===== config.mk =====
export PLATFORM = sky130hd
export DESIGN_NAME = muldiv_sequencer
export DESIGN_NICKNAME = d
export VERILOG_FILES = /design/src/rtl/muldiv_sequencer.sv
export SDC_FILE = /design/constraint.sdc
export NUM_CORES = 1
export LEC_CHECK = 0
export ABC_AREA = 1
export CAP_MARGIN = 20
export CORE_ASPECT_RATIO = 1.2
export CORE_MARGIN = 4
export CORE_UTILIZATION = 40
export CTS_BUF_LIST = sky130_fd_sc_hd__clkbuf_8
export DETAILED_ROUTE_END_ITERATION = 8
export PLACE_DENSITY = 0.6
export SETUP_SLACK_MARGIN = 0.02
export SLEW_MARGIN = 25
export SYNTH_ARGS = -nofsm -noshare
export SYNTH_HDL_FRONTEND = slang
export SYNTH_SLANG_ARGS = --single-unit
export TNS_END_PERCENT = 30

===== constraint.sdc =====
create_clock -name clock -period 3.25 [get_ports clock]
set_clock_uncertainty 0.1 [all_clocks]
set_input_delay 0.325 -clock clock [delete_from_list [all_inputs] [get_ports clock]]
set_output_delay 0.325 -clock clock [all_outputs]
set_load 0.005 [all_outputs]

===== src/rtl/muldiv_sequencer.sv =====
// muldiv_sequencer
//   Iterative multiply/divide unit that owns the HI/LO register pair.
//   MULTU/MULT use a WIDTH-step shift-add; DIVU/DIV use a WIDTH-step
//   restoring divide on operand magnitudes with sign fix-up at the end.
//   HI/LO are written only in the FIXUP state, so partial results never
//   leak out. MFHI/MFLO reads that arrive while busy are interlocked via stall.
//
//   Optional build macro: MULDIV_FAST_MULT_EN
//     defined   -> MULT/MULTU use one combinational multiply and skip CALC
//                  (result and done appear one edge after the start edge).
//     undefined -> every op is iterative; no multiplier is inferred.
//
// Ports
//   clock     in   rising-edge clock
//   reset_n   in   asynchronous active-low reset
//   start     in   request strobe, qualified by valid_ex
//   valid_ex  in   instruction in execute is valid
//   op        in   00 MULTU, 01 MULT, 10 DIVU, 11 DIV
//   rs_val    in   operand A (multiplicand / dividend)
//   rt_val    in   operand B (multiplier / divisor)
//   flush     in   cancel any in-flight operation (wins over start)
//   hilo_rd   in   execute holds an MFHI/MFLO
//   busy      out  operation in flight
//   done      out  one-cycle pulse, HI/LO just updated
//   stall     out  hilo_rd & busy (combinational)
//   hi, lo    out  HI/LO registers
module muldiv_sequencer #(
  parameter int WIDTH = 32
) (
  input  logic             clock,
  input  logic             reset_n,
  input  logic             start,
  input  logic             valid_ex,
  input  logic [1:0]       op,
  input  logic [WIDTH-1:0] rs_val,
  input  logic [WIDTH-1:0] rt_val,
  input  logic             flush,
  input  logic             hilo_rd,
  output logic             busy,
  output logic             done,
  output logic             stall,
  output logic [WIDTH-1:0] hi,
  output logic [WIDTH-1:0] lo
);

  localparam int            CW   = (WIDTH > 1) ? $clog2(WIDTH) : 1;
  localparam logic [CW-1:0] LAST = CW'(WIDTH - 1);

  typedef enum logic [1:0] {
    S_IDLE  = 2'd0,
    S_CALC  = 2'd1,
    S_FIXUP = 2'd2
  } state_e;

  state_e           state_q, state_d;
  logic [CW-1:0]    count_q, count_d;
  logic             done_q, done_d;
  logic [WIDTH-1:0] hi_q, hi_d;
  logic [WIDTH-1:0] lo_q, lo_d;
  logic             hilo_we;
  logic             accept;

  // Operand / iteration datapath (no reset: only meaningful once accepted)
  logic [WIDTH-1:0]   a_q;      // |rs| (or rs for unsigned ops)
  logic [WIDTH-1:0]   b_q;      // |rt| (or rt for unsigned ops)
  logic [WIDTH-1:0]   rs_q;     // original rs, needed for divide-by-zero HI
  logic               is_div_q;
  logic               neg_q;    // product / quotient must be negated
  logic               rneg_q;   // remainder must be negated
  logic [2*WIDTH-1:0] acc_q;    // {partial hi / remainder, multiplier / quotient}
  logic [2*WIDTH-1:0] prod_raw;

  // Magnitude of a possibly-signed operand.
  function automatic logic [WIDTH-1:0] mag(input logic [WIDTH-1:0] x,
                                           input logic             sgn);
    return (sgn && x[WIDTH-1]) ? -x : x;
  endfunction

  function automatic logic [WIDTH-1:0] cond_neg_w(input logic [WIDTH-1:0] x,
                                                  input logic             n);
    return n ? -x : x;
  endfunction

  function automatic logic [2*WIDTH-1:0] cond_neg_dw(input logic [2*WIDTH-1:0] x,
                                                     input logic               n);
    return n ? -x : x;
  endfunction

  // One shift-add step: add multiplicand into the upper half when the
  // current multiplier LSB is set, then shift the whole accumulator right
  // (the extra sum bit carries into the top).
  function automatic logic [2*WIDTH-1:0] mul_step(input logic [2*WIDTH-1:0] acc,
                                                  input logic [WIDTH-1:0]   a);
    logic [WIDTH:0] sum;
    sum = {1'b0, acc[2*WIDTH-1:WIDTH]} + (acc[0] ? {1'b0, a} : '0);
    return {sum, acc[WIDTH-1:1]};
  endfunction

  // One restoring-divide step: shift the next dividend bit into the partial
  // remainder, trial-subtract the divisor and keep the result if it did not
  // borrow. The quotient bit fills in from the bottom as dividend bits leave.
  function automatic logic [2*WIDTH-1:0] div_step(input logic [2*WIDTH-1:0] acc,
                                                  input logic [WIDTH-1:0]   b);
    logic [WIDTH:0] shifted;
    logic [WIDTH:0] diff;
    shifted = {acc[2*WIDTH-1:WIDTH], acc[WIDTH-1]};
    diff    = shifted - {1'b0, b};
    if (!diff[WIDTH]) return {diff[WIDTH-1:0], acc[WIDTH-2:0], 1'b1};
    else              return {shifted[WIDTH-1:0], acc[WIDTH-2:0], 1'b0};
  endfunction

  assign accept = (state_q == S_IDLE) && start && valid_ex && !flush;

  // ---- FSM state register ----
  always_ff @(posedge clock or negedge reset_n) begin
    if (!reset_n) begin
      state_q <= S_IDLE;
      count_q <= '0;
    end else begin
      state_q <= state_d;
      count_q <= count_d;
    end
  end

  // ---- FSM next-state logic ----
  always_comb begin
    state_d = state_q;
    count_d = count_q;
    if (flush) begin
      state_d = S_IDLE;
      count_d = '0;
    end else begin
      case (state_q)
        S_IDLE: begin
          if (accept) begin
            count_d = '0;
`ifdef MULDIV_FAST_MULT_EN
            state_d = op[1] ? S_CALC : S_FIXUP;
`else
            state_d = S_CALC;
`endif
          end
        end
        S_CALC: begin
          count_d = count_q + CW'(1);
          if (count_q == LAST) state_d = S_FIXUP;
        end
        S_FIXUP: state_d = S_IDLE;
        default: state_d = S_IDLE;
      endcase
    end
  end

  // ---- FSM outputs ----
  always_comb begin
    busy    = (state_q != S_IDLE);
    stall   = hilo_rd && (state_q != S_IDLE);
    hilo_we = (state_q == S_FIXUP) && !flush;
    done_d  = hilo_we;
  end

`ifdef MULDIV_FAST_MULT_EN
  assign prod_raw = {{WIDTH{1'b0}}, a_q} * {{WIDTH{1'b0}}, b_q};
`else
  assign prod_raw = acc_q;
`endif

  // Sign correction and special cases, consumed only in FIXUP.
  always_comb begin
    hi_d = hi_q;
    lo_d = lo_q;
    if (!is_div_q) begin
      {hi_d, lo_d} = cond_neg_dw(prod_raw, neg_q);
    end else if (b_q == '0) begin
      lo_d = '1;
      hi_d = rs_q;
    end else begin
      // Most-negative / -1 falls out naturally: magnitude quotient is
      // 2^(WIDTH-1), whose negation is itself.
      lo_d = cond_neg_w(acc_q[WIDTH-1:0], neg_q);
      hi_d = cond_neg_w(acc_q[2*WIDTH-1:WIDTH], rneg_q);
    end
  end

  // ---- result registers ----
  always_ff @(posedge clock or negedge reset_n) begin
    if (!reset_n) begin
      hi_q   <= '0;
      lo_q   <= '0;
      done_q <= 1'b0;
    end else begin
      done_q <= done_d;
      if (hilo_we) begin
        hi_q <= hi_d;
        lo_q <= lo_d;
      end
    end
  end

  // ---- operand latch / iteration ----
  always_ff @(posedge clock) begin
    if (accept) begin
      a_q      <= mag(rs_val, op[0]);
      b_q      <= mag(rt_val, op[0]);
      rs_q     <= rs_val;
      is_div_q <= op[1];
      neg_q    <= op[0] && (rs_val[WIDTH-1] ^ rt_val[WIDTH-1]);
      rneg_q   <= op[0] && rs_val[WIDTH-1];
      acc_q    <= {{WIDTH{1'b0}}, op[1] ? mag(rs_val, op[0]) : mag(rt_val, op[0])};
    end else if (state_q == S_CALC) begin
      acc_q <= is_div_q ? div_step(acc_q, b_q) : mul_step(acc_q, a_q);
    end
  end

  assign hi   = hi_q;
  assign lo   = lo_q;
  assign done = done_q;

endmodule


==> results of run 1 <==
-- per-stage QoR --
step | total power, mW | hold WS, ps
detailed placement | 20.68 | 370.5
CTS | 24.05 | 165.3
global route | 25.89 | 40.50
global placement | 20.70 | 367.2
finish | 24.40 | 36.50
floorplan | 14.07 | -70.59
-- synth_stat cells, types with 10 or more instances --
library cell     n  area share (%)
buf_1           11            0.20
o21ai_0        179             4.4
xor2_1          98             4.2
nand4_1         41             1.3
a21oi_1        145             3.6
a21boi_0        10            0.37
dfxtp_1         32             3.2
a2bb2oi_1       16            0.69
inv_1          515             9.5
ha_1            70             4.3
or2_2           19            0.59
dfrtp_1         72             8.9
edfxtp_1       130              19
clkbuf_1        60             1.1
nand3_1        238             5.9
o22ai_1         18            0.55
inv_2           10            0.18
nor3_1          34            0.84
buf_2           15            0.37
nor2_1         355             6.6
nand2_1       1071              20
xnor2_1         12            0.52
-- routing by layer --
layer	vias up	GRT usage, %	wire, µm
li1	10697	-	-
met2	1222	53.89	42720
met4	0	19.68	6672
met5	-	0	0
met3	257	5.450	7883
met1	10511	46.16	39350
-- flip-flops by register name, indices dropped and copies added, names as in the netlist --
name,count
done,1
state_q,2
is_div_q,1
rneg_q,1
lo,32
b_q,32
a_q,32
hi,32
acc_q,64
count_q,5
rs_q,31
neg_q,1
-- what timing repair did --
item,4_1_cts,5_1_grt
hold buffers,1,0
resized for setup,0,1
endpoints found under the setup margin,0,3
hold endpoints to repair,72,0
-- cell usage in the layout (no fill, tap or decap), types with 4 or more instances in the layout --
cell and n:
a2bb2oi_1 16, buf_12 6, o21a_1 9, and2_1 4, ha_1 70, nand4_1 41, nand3b_1 9, o21ai_1 9
clkinv_2 7, o21bai_1 7, xnor2_1 12, o22ai_1 18, buf_4 92, nor2_2 5, nor3_1 34, edfxtp_1 130
dfrtp_1 72, o21ai_0 179, nor2_1 355, nand2_1 1071, nand2_2 6, clkdlybuf4s50_1 137, o211ai_1 9, or2_2 19
inv_1 524, clkbuf_8 52, xor2_1 98, clkinv_1 7, a21oi_1 145, inv_2 10, nand3_1 238, bufinv_16 5
a21boi_0 10, dfxtp_1 32
-- area by class of cell --
class | count | area (µm²)
clock inverter | 29 | 261.5
multi-input combinational | 2401 | 11610
sequential | 234 | 6346
clock buffer | 52 | 715.7
tap | 644 | 805.8
fill | 5346 | 26280
inverter | 528 | 1984
antenna | 1 | 2.502
timing repair buffer | 237 | 2220
-- where the power goes --
group	internal, mW	leakage (nW)	switching, mW
clock network	1.86	0.533	1.44
registers	4.51	2.34	1.27
logic	5.08	9.24	10.2
-- how the worst max path moves through the flow --
stage | from | end | slack [ps]
final | b_q[0] | acc_q[60] | 220
after global routing | b_q[0] | acc_q[60] | 50
after detailed placement | b_q[0] | acc_q[60] | 190
after CTS | b_q[0] | acc_q[40] | 180
after global placement | b_q[0] | acc_q[60] | 190
after floorplan | count_q[0] | acc_q[12] | 180
-- worst max-delay path, delay by kind of cell (launching register included) --
kind                       cells  cell delay [ps]
DFF                            1              450
buffers and inverters          2              310
AOI/OAI and AO/OA              1               80
adders and majority gates      2              670
and+or+nand+nor               12             1350
-- logic make-up (layout without fill, tap and decap cells) --
| kind of cell | count (synthesis) | after routing | share of synthesized area, % |
|---|---|---|---|
| xor gates and xnor gates | 110 | 110 | 4.747 |
| other | 0 | 1 | 0 |
| and+or+nand+nor | 1798 | 1798 | 36.35 |
| AOI/OAI and AO/OA | 421 | 421 | 11.50 |
| buffers and inverters | 618 | 846 | 11.61 |
| DFF | 234 | 234 | 31.27 |
| adders and majority gates | 72 | 72 | 4.513 |
==> flow_metrics.env, run 1 <==
export IMPL_status="finished, final reports clean"
export IMPL_dieArea_mm2=0.05442
export IMPL_viasPerCell=5.499
export IMPL_ys_ff_latch=234
export IMPL_dp_cells=4042
export IMPL_io_buffers=138
export IMPL_worstSkewPairLatency_ps=630
export IMPL_clock_sinks=234
export IMPL_dpl_instance_area_mm2=0.02292
export IMPL_yosysUniqueCellTypes=52
export IMPL_finalMaxSlewViolations=0
export IMPL_leakagePower_nw=12.12
export IMPL_num_io_pins=139
export IMPL_cpMaxStageDelayCell="edfxtp_1"
export IMPL_setup_viol=0
export IMPL_htreeDepth=2
export IMPL_post_route_period_util_pct=93.31
export IMPL_fin_setup_tns_ps=0
export IMPL_drtPass1Iterations=6
export IMPL_min_period_ps=3033
export IMPL_rsz0062_at_grt="false"
export IMPL_ys_flop_type="edfxtp_1"
export IMPL_drive_gt1_share_pct=6.234
export IMPL_place_ws_ps=185.3
export IMPL_grt_max_degree=73
export IMPL_clockBufferDepth=3
export IMPL_syn2layout_area_growth_pct=17.99
export IMPL_ant_nets=0
export IMPL_post_cts_buffers=0
export IMPL_cp_arrival_ps=3460
export IMPL_synth_edf_count=130
export IMPL_clockRootBuffer="clkbuf_8"
export IMPL_cts_tree="built"
export IMPL_rr_worst_depth=17
export IMPL_overflow=0
export IMPL_synth_nets=3397
export IMPL_drv_cap=0
export IMPL_rr_startpoint="b_q[0]"
export IMPL_ys_warn_count=0
export IMPL_routed_via_count=22687
export IMPL_final_hold_viol_count=0
export IMPL_syn_area_mm2=0.02030
export IMPL_synthCells=3253
export IMPL_nNetsFinal=3590
export IMPL_die_h_um=254.8
export IMPL_powerDensity_mw_per_mm2=1019
export IMPL_fmaxAchievable_mhz=329.8
export IMPL_max_stage_delay_ps=450
export IMPL_syn_area_per_cell_um2=6.239
export IMPL_fin_area_mm2=0.02395
export IMPL_fin_ws_ps=217.4
export IMPL_start_util_pct=40.41
export IMPL_r2r_slack_ps=220
export IMPL_cp_start_kind="register"
export IMPL_clkTransAtPathRegs_ps=70
export IMPL_rows=90
export IMPL_core_mm2=0.05022
export IMPL_grt_pass1_vias=21433
export IMPL_grt_pass1_wl_um=139700
export IMPL_antenna_found_initial=1
export IMPL_fp_dieW_um=213.6
export IMPL_crit_path_end_kind="register"
export IMPL_wl_per_cell_um=23.42
export IMPL_dpl_hpwl_um=78310
export IMPL_critPathKind="reg -> reg"
export IMPL_place_congestion=1.078
export IMPL_layout_cells_non_filler=4126
export IMPL_track_usage_pct=34.73
export IMPL_numCtsBuffers=44
export IMPL_peakVddDrop_mv=0.4996
export IMPL_ys_seq_area_share_pct=31.27
export IMPL_r2r_end="acc_q[60]"
export IMPL_relSlewSlack_pct=45.37
export IMPL_drt_total_wl_um=96620
export IMPL_worstPathRequired_ps=3670
export IMPL_fin_util_pct=47.68
export IMPL_hp_class="in -> async"
export IMPL_path_cells="ha_1, fa_1, inv_1, nand3_1, nand2_1, nand2_1, nand2_2, nand2_1, nand2_1, nand2_2, nand2_2, nand2_2, nand2_2, buf_4, nand2_1, nand3_1, a21oi_1"
export IMPL_drc=0
export IMPL_first_iter_violations=2914
export IMPL_worst_slew_pin_slew_ps=810.8
export IMPL_crit_path_max_fanout=9
export IMPL_async_flop_share_pct=30.77
(Power assumes the default switching activity.)
==> inputs of run 2 (changes only) <==
PLACE_DENSITY = 0.58   (was 0.6)
clock period = 3.7 ns   (was 3.25 ns; I/O delays follow)
==> flow_metrics.env, run 2 (synthesized netlist as in run 1, its figures left out) <==
export IMPL_status="finished, final reports clean"
export IMPL_fin_setup_tns_ps=0
export IMPL_largest_register_ff_count=64
export IMPL_p_sw_mw=10.71
export IMPL_cp_arrival_ps=3700
export IMPL_clockBufferDepth=3
export IMPL_drv_cap=0
export IMPL_fill_cells=5451
export IMPL_critPathKind="reg -> reg"
export IMPL_numCtsBuffers=44
export IMPL_leakagePower_nw=11.92
export IMPL_start_util_pct=40.41
export IMPL_track_usage_pct=33.19
export IMPL_rr_startpoint="acc_q[31]"
export IMPL_grt_busiest_layer="met2"
export IMPL_crit_path_end_kind="register"
export IMPL_mostFrequentLayoutCells="nand2_1 (1071), inv_1 (533), nor2_1 (355)"
export IMPL_final_hold_viol_count=0
export IMPL_clkTransAtPathRegs_ps=70
export IMPL_holdWs_ps=242.9
export IMPL_fin_area_mm2=0.02355
export IMPL_drc=0
export IMPL_core_mm2=0.05022
export IMPL_cpMostUsedCell="nand2_1"
export IMPL_clockPowerShare_pct=13.0
export IMPL_grt_pass1_wl_um=133400
export IMPL_rows=90
export IMPL_peakVddDrop_mv=0.4139
export IMPL_routed_via_count=21985
export IMPL_worst_slew_pin_slew_ps=765.9
export IMPL_wl_per_cell_um=22.59
export IMPL_switching_share_pct=52.90
export IMPL_nNetsFinal=3555
export IMPL_drt_total_wl_um=92410
export IMPL_max_stage_delay_ps=450
export IMPL_largest_register="acc_q"
export IMPL_place_congestion=1.015
export IMPL_cp_start_kind="register"
export IMPL_fmaxAchievable_mhz=302.3
export IMPL_num_io_pins=139
export IMPL_die_h_um=254.8
export IMPL_clock_sinks=234
export IMPL_critical_path_buf_inv_count=2
export IMPL_crit_path_max_fanout=27
export IMPL_setup_viol=0
export IMPL_p_seq_share_pct=25.4
export IMPL_grtUsageMet3_pct=4.651
export IMPL_io_buffers=138
export IMPL_met2_usage_pct=53.11
export IMPL_post_route_period_util_pct=89.41
export IMPL_clockRootBuffer="clkbuf_8"
export IMPL_final_common_cell="nand2_1"
export IMPL_grt_pass1_vias=20571
export IMPL_relSlewSlack_pct=48.94
export IMPL_worstSkewPairLatency_ps=640
export IMPL_grt_max_degree=69
export IMPL_htreeDepth=2
export IMPL_finalMaxSlewViolations=0
export IMPL_fp_dieW_um=213.6
export IMPL_rsz0062_at_grt="false"
export IMPL_cpMaxStageDelayCell="nand2_2"
export IMPL_dieArea_mm2=0.05442
export IMPL_fin_util_pct=46.89
export IMPL_powerDensity_mw_per_mm2=860.0
export IMPL_hp_class="in -> async"
export IMPL_syn2layout_area_growth_pct=16.02
export IMPL_pwr_share_comb_pct=61.6
export IMPL_post_cts_buffers=0
export IMPL_drive_gt1_share_pct=5.052
export IMPL_antenna_found_initial=1
export IMPL_dpl_hpwl_um=75270
export IMPL_critical_path_startpoint="acc_q[31]"
export IMPL_p_int_mw=9.538
export IMPL_critical_path_top_delay_family="simple AND/OR/NAND/NOR gates"
export IMPL_cts_tree="built"
export IMPL_worstPathRequired_ps=4090
export IMPL_drtPass1Iterations=9
export IMPL_min_period_ps=3308
export IMPL_grtUsageMet1_pct=44.56
export IMPL_path_cells="inv_1, ha_1, fa_1, inv_1, nand3_1, nand2_1, nand2_1, nand2_2, nand2_1, nand2_1, nand2_2, nand2_2, nand2_1, nand2_2, nand2_1, nand3_1, a21oi_1"
export IMPL_first_iter_violations=2390
export IMPL_dpl_instance_area_mm2=0.02264
export IMPL_ant_nets=0
export IMPL_overflow=0
export IMPL_viasPerCell=5.375
[run 2: cell types whose count changed in the layout (fill, tap and decap cells not counted)]
cell / previous run / this run
clkinv_1: 7 / 4
buf_4: 92 / 60
a21oi_2: 1 / 2
buf_16: 1 / 0
diode_2: 1 / 2
bufinv_16: 5 / 2
inv_1: 524 / 533
clkinvlp_4: 2 / 0
buf_12: 6 / 4
clkinv_2: 7 / 3
a21oi_4: 1 / 0
clkinv_8: 0 / 1
[run 2: power groups by stage]
stage | clock network, mW | logic, mW | registers (mW)
floorplan | 0 | 7.70 | 4.66
global placement | 0 | 12.2 | 5.14
detailed placement | 0 | 12.2 | 5.14
CTS | 2.67 | 12.3 | 5.11
global route | 2.77 | 13.8 | 5.19
finish | 2.62 | 12.5 | 5.15
[run 2: worst paths after layout]
check                            endpoint  slack (ps)  cells past startpoint
worst min register to register     hi[27]         380                      2
worst min-delay path               hi[13]         240                      2
worst max-delay path            acc_q[41]         390                     17
max in group asynchronous          hi[17]        2540                      3
min in group clock                 b_q[0]         290                      1
worst max register to register  acc_q[41]         390                     17
[run 2: through the flow]
step	total power, mW	setup WS (ps)	std cells
finish	20.25	391.7	4090
global placement	17.37	383.7	4008
floorplan	12.36	633.7	3253
CTS	20.08	298.3	4088
global route	21.74	148.0	4089
detailed placement	17.37	363.2	4008
[run 2: metal layers]
| layer | share of wire (%) | routed length (µm) | vias up |
|---|---|---|---|
| met4 | 5.7 | 5311 | 0 |
| met2 | 45 | 41570 | 950 |
| met5 | 0 | 0 | - |
| li1 | - | - | 10634 |
| met1 | 42 | 38650 | 10205 |
| met3 | 7.4 | 6877 | 196 |
[run 2: layout make-up]
class / instances / area, µm² / share of cell area, %
well taps: 644 / 805.8 / 3.422
clock inverters: 27 / 175.2 / 0.7439
flip-flops and latches: 234 / 6346 / 26.95
clock buffers: 52 / 715.7 / 3.039
repair buffers: 202 / 1912 / 8.119
multi-input cells: 2401 / 11600 / 49.28
inverters: 528 / 1984 / 8.427
diodes: 2 / 5.005 / 0.02125
[run 2: repair_timing]
| item | 4_1_cts | 5_1_grt |
|---|---|---|
| hold buffers | 1 | 0 |
| endpoints found under the setup margin | 0 | 1 |
| resized for setup | 0 | 1 |
| hold endpoints to repair | 55 | 0 |
==> inputs of run 3 (changes only) <==
ABC_AREA = unset   (was 1)
PLACE_DENSITY = 0.59   (was 0.58)
RECOVER_POWER = 100   (was unset)
==> flow_metrics.env, run 3 <==
export IMPL_mostFrequentLayoutCells="o21ai_0 (183), nand2_1 (157), a21oi_1 (153)"
export IMPL_fin_setup_tns_ps=0
export IMPL_critPathKind="reg -> reg"
export IMPL_leakagePower_nw=8.237
export IMPL_fmaxAchievable_mhz=279.1
export IMPL_ant_nets=0
export IMPL_post_route_period_util_pct=96.85
export IMPL_clockBufferDepth=3
export IMPL_overflow=0
export IMPL_clockRootBuffer="clkbuf_8"
export IMPL_yosysMostFrequentCell="o21ai_0"
export IMPL_track_usage_pct=25.84
export IMPL_min_period_ps=3584
export IMPL_status="finished with violations"
export IMPL_p_int_mw=6.607
export IMPL_peakVddDrop_mv=0.2706
export IMPL_switching_share_pct=40.61
export IMPL_drtPass1Iterations=5
export IMPL_relSlewSlack_pct=-47.20
export IMPL_syn_area_per_cell_um2=8.916
export IMPL_ys_ff_latch=234
export IMPL_first_iter_violations=1248
export IMPL_p_sw_mw=4.517
export IMPL_post_cts_buffers=0
export IMPL_crit_path_end_kind="register"
export IMPL_htreeDepth=2
export IMPL_nNetsFinal=2193
export IMPL_worstSkewPairLatency_ps=620
export IMPL_synth_top_area_share_pct=23.18
export IMPL_hp_class="reg -> reg"
export IMPL_io_buffers=138
export IMPL_largest_register="acc_q"
export IMPL_largest_register_ff_count=64
export IMPL_drt_total_wl_um=60460
export IMPL_drc=0
export IMPL_final_common_cell="o21ai_0"
export IMPL_violations="capacitance limit, slew limit"
export IMPL_cts_tree="built"
export IMPL_pwr_share_comb_pct=46.7
export IMPL_netlist_top_cells_count="o21ai_0 (180), nand2_1 (158), a21oi_1 (154), edfxtp_1 (130), nor2_1 (125)"
export IMPL_setup_viol=0
export IMPL_numCtsBuffers=42
export IMPL_grt_pass1_vias=15195
export IMPL_cp_start_kind="register"
export IMPL_synthCells=1889
export IMPL_routed_via_count=15430
export IMPL_fp_dieW_um=195.3
export IMPL_synth_largest_area_cell="edfxtp_1"
export IMPL_crit_path_max_fanout=5
export IMPL_die_h_um=232.8
export IMPL_drv_cap=5
export IMPL_grt_max_degree=141
export IMPL_async_flop_share_pct=30.77
export IMPL_syn_area_mm2=0.01684
export IMPL_wl_per_cell_um=23.00
export IMPL_rsz0062_at_grt="false"
export IMPL_clockPowerShare_pct=23.9
export IMPL_dpl_hpwl_um=46270
export IMPL_holdWs_ps=368.2
export IMPL_final_hold_viol_count=0
export IMPL_p_seq_share_pct=29.3
export IMPL_place_congestion=0.9264
export IMPL_ys_warn_count=0
export IMPL_worstPathRequired_ps=4110
export IMPL_drive_gt1_share_pct=8.934
export IMPL_syn2layout_area_growth_pct=18.68
export IMPL_ys_flop_type="edfxtp_1"
export IMPL_powerDensity_mw_per_mm2=556.5
export IMPL_synthTopCellsByArea="edfxtp_1 (23%), dfrtp_1 (11%), xnor2_1 (6.3%)"
export IMPL_synth_nets=2033
export IMPL_finalMaxSlewViolations=306
export IMPL_num_io_pins=139
export IMPL_antenna_found_initial=3
export IMPL_worst_slew_pin_slew_ps=2208
export IMPL_clock_sinks=234
export IMPL_viasPerCell=5.869
export IMPL_yosysUniqueCellTypes=75
export IMPL_ys_seq_area_share_pct=37.68
export IMPL_start_util_pct=40.43
export IMPL_grt_pass1_wl_um=91350
export IMPL_rows=82
export IMPL_r2r_slack_ps=120
export IMPL_core_mm2=0.04166
export IMPL_dieArea_mm2=0.04547
export IMPL_clkTransAtPathRegs_ps=70
export IMPL_synth_edf_count=130
export IMPL_cp_arrival_ps=3990
[run 3: cell types whose count changed in the layout (fill, tap and decap cells not counted), moves of 29 or more]
| cell | delta |
|---|---|
| inv_1 | -460 |
| xor2_1 | -34 |
| nand2_1 | -914 |
| mux2i_1 | +52 |
| o31ai_1 | +33 |
| nand3_1 | -213 |
| xnor2_1 | +110 |
| and2_1 | +31 |
| nor2_1 | -230 |
| clkdlybuf4s50_1 | -99 |
| a211oi_1 | +29 |
| nor2b_1 | +32 |
| dlygate4sd3_1 | +99 |
| a21o_1 | +35 |
[run 3: through the flow]
step           area [µm²]  setup slack, ps  utilization, %  total power, mW  std cells
2_1_floorplan       16840            394.8               -            6.763       1889
5_1_grt             19990            19.34           47.98            11.74       2629
6_report            19990            116.5           47.98            11.12       2629
3_3_place_gp        19190            149.9           46.07            8.405       2550
4_1_cts             20080            143.5           48.21            11.13       2628
3_5_place_dp        19190            122.1           46.07            8.427       2550
[run 3: worst max-delay path, cell delays in order (launching register included)]
cell and delay (ps):
edfxtp_1 450, or4_1 670, nor4_4 470, nand4_1 350, or2_1 360, or4_4 450
o21ai_2 130, xor2_1 160, o21ai_1 70, mux2_2 270
[run 3: repair_timing]
action | CTS | global route
hold endpoints to repair | 53 | 0
resized for setup | 0 | 7
endpoints found under the setup margin | 0 | 8
hold buffers | 1 | 0
[run 3: worst paths after layout]
path	start	cells after the start	to
worst max-delay path	acc_q[17]	9	hi[28]
worst min-delay path	hi[25]	2	hi[25]
worst max register to register	acc_q[17]	9	hi[28]
worst min register to register	hi[25]	2	hi[25]
max in group asynchronous	reset_n	3	lo[11]
min in group asynchronous	reset_n	2	lo[1]
[run 3: cell families after synthesis]
kind of cell	share of synthesized area (%)
compound gates	22.28
xor+xnor	9.672
fa+ha+maj	5.438
buf+inv	3.997
flops	37.68
mux	4.695
simple gates	16.24
[run 3: final cells by class]
class	instances	area [µm²]
antenna	1	2.502
sequential	234	6346
fill	4103	21670
clock buffer	43	591.8
clock inverter	34	289.0
timing repair buffer	226	1976
tap	546	683.2
inverter	67	252.7
multi-input combinational	1478	9847
[run 3: power groups by stage]
stage	combinational [mW]	sequential, mW	clock (mW)
2_1_floorplan	3.49	3.28	0
3_3_place_gp	5.10	3.31	0
3_5_place_dp	5.12	3.31	0
4_1_cts	5.16	3.26	2.71
5_1_grt	5.63	3.28	2.82
6_report	5.20	3.26	2.66
[run 3: routing by layer]
layer,vias to the layer above,GRT usage [%],share of wire (%)
li1,7258,-,-
met1,7450,33.45,42
met2,583,43.58,48
met3,135,3.765,6.5
met4,4,10.45,4.2
met5,-,0,0.048
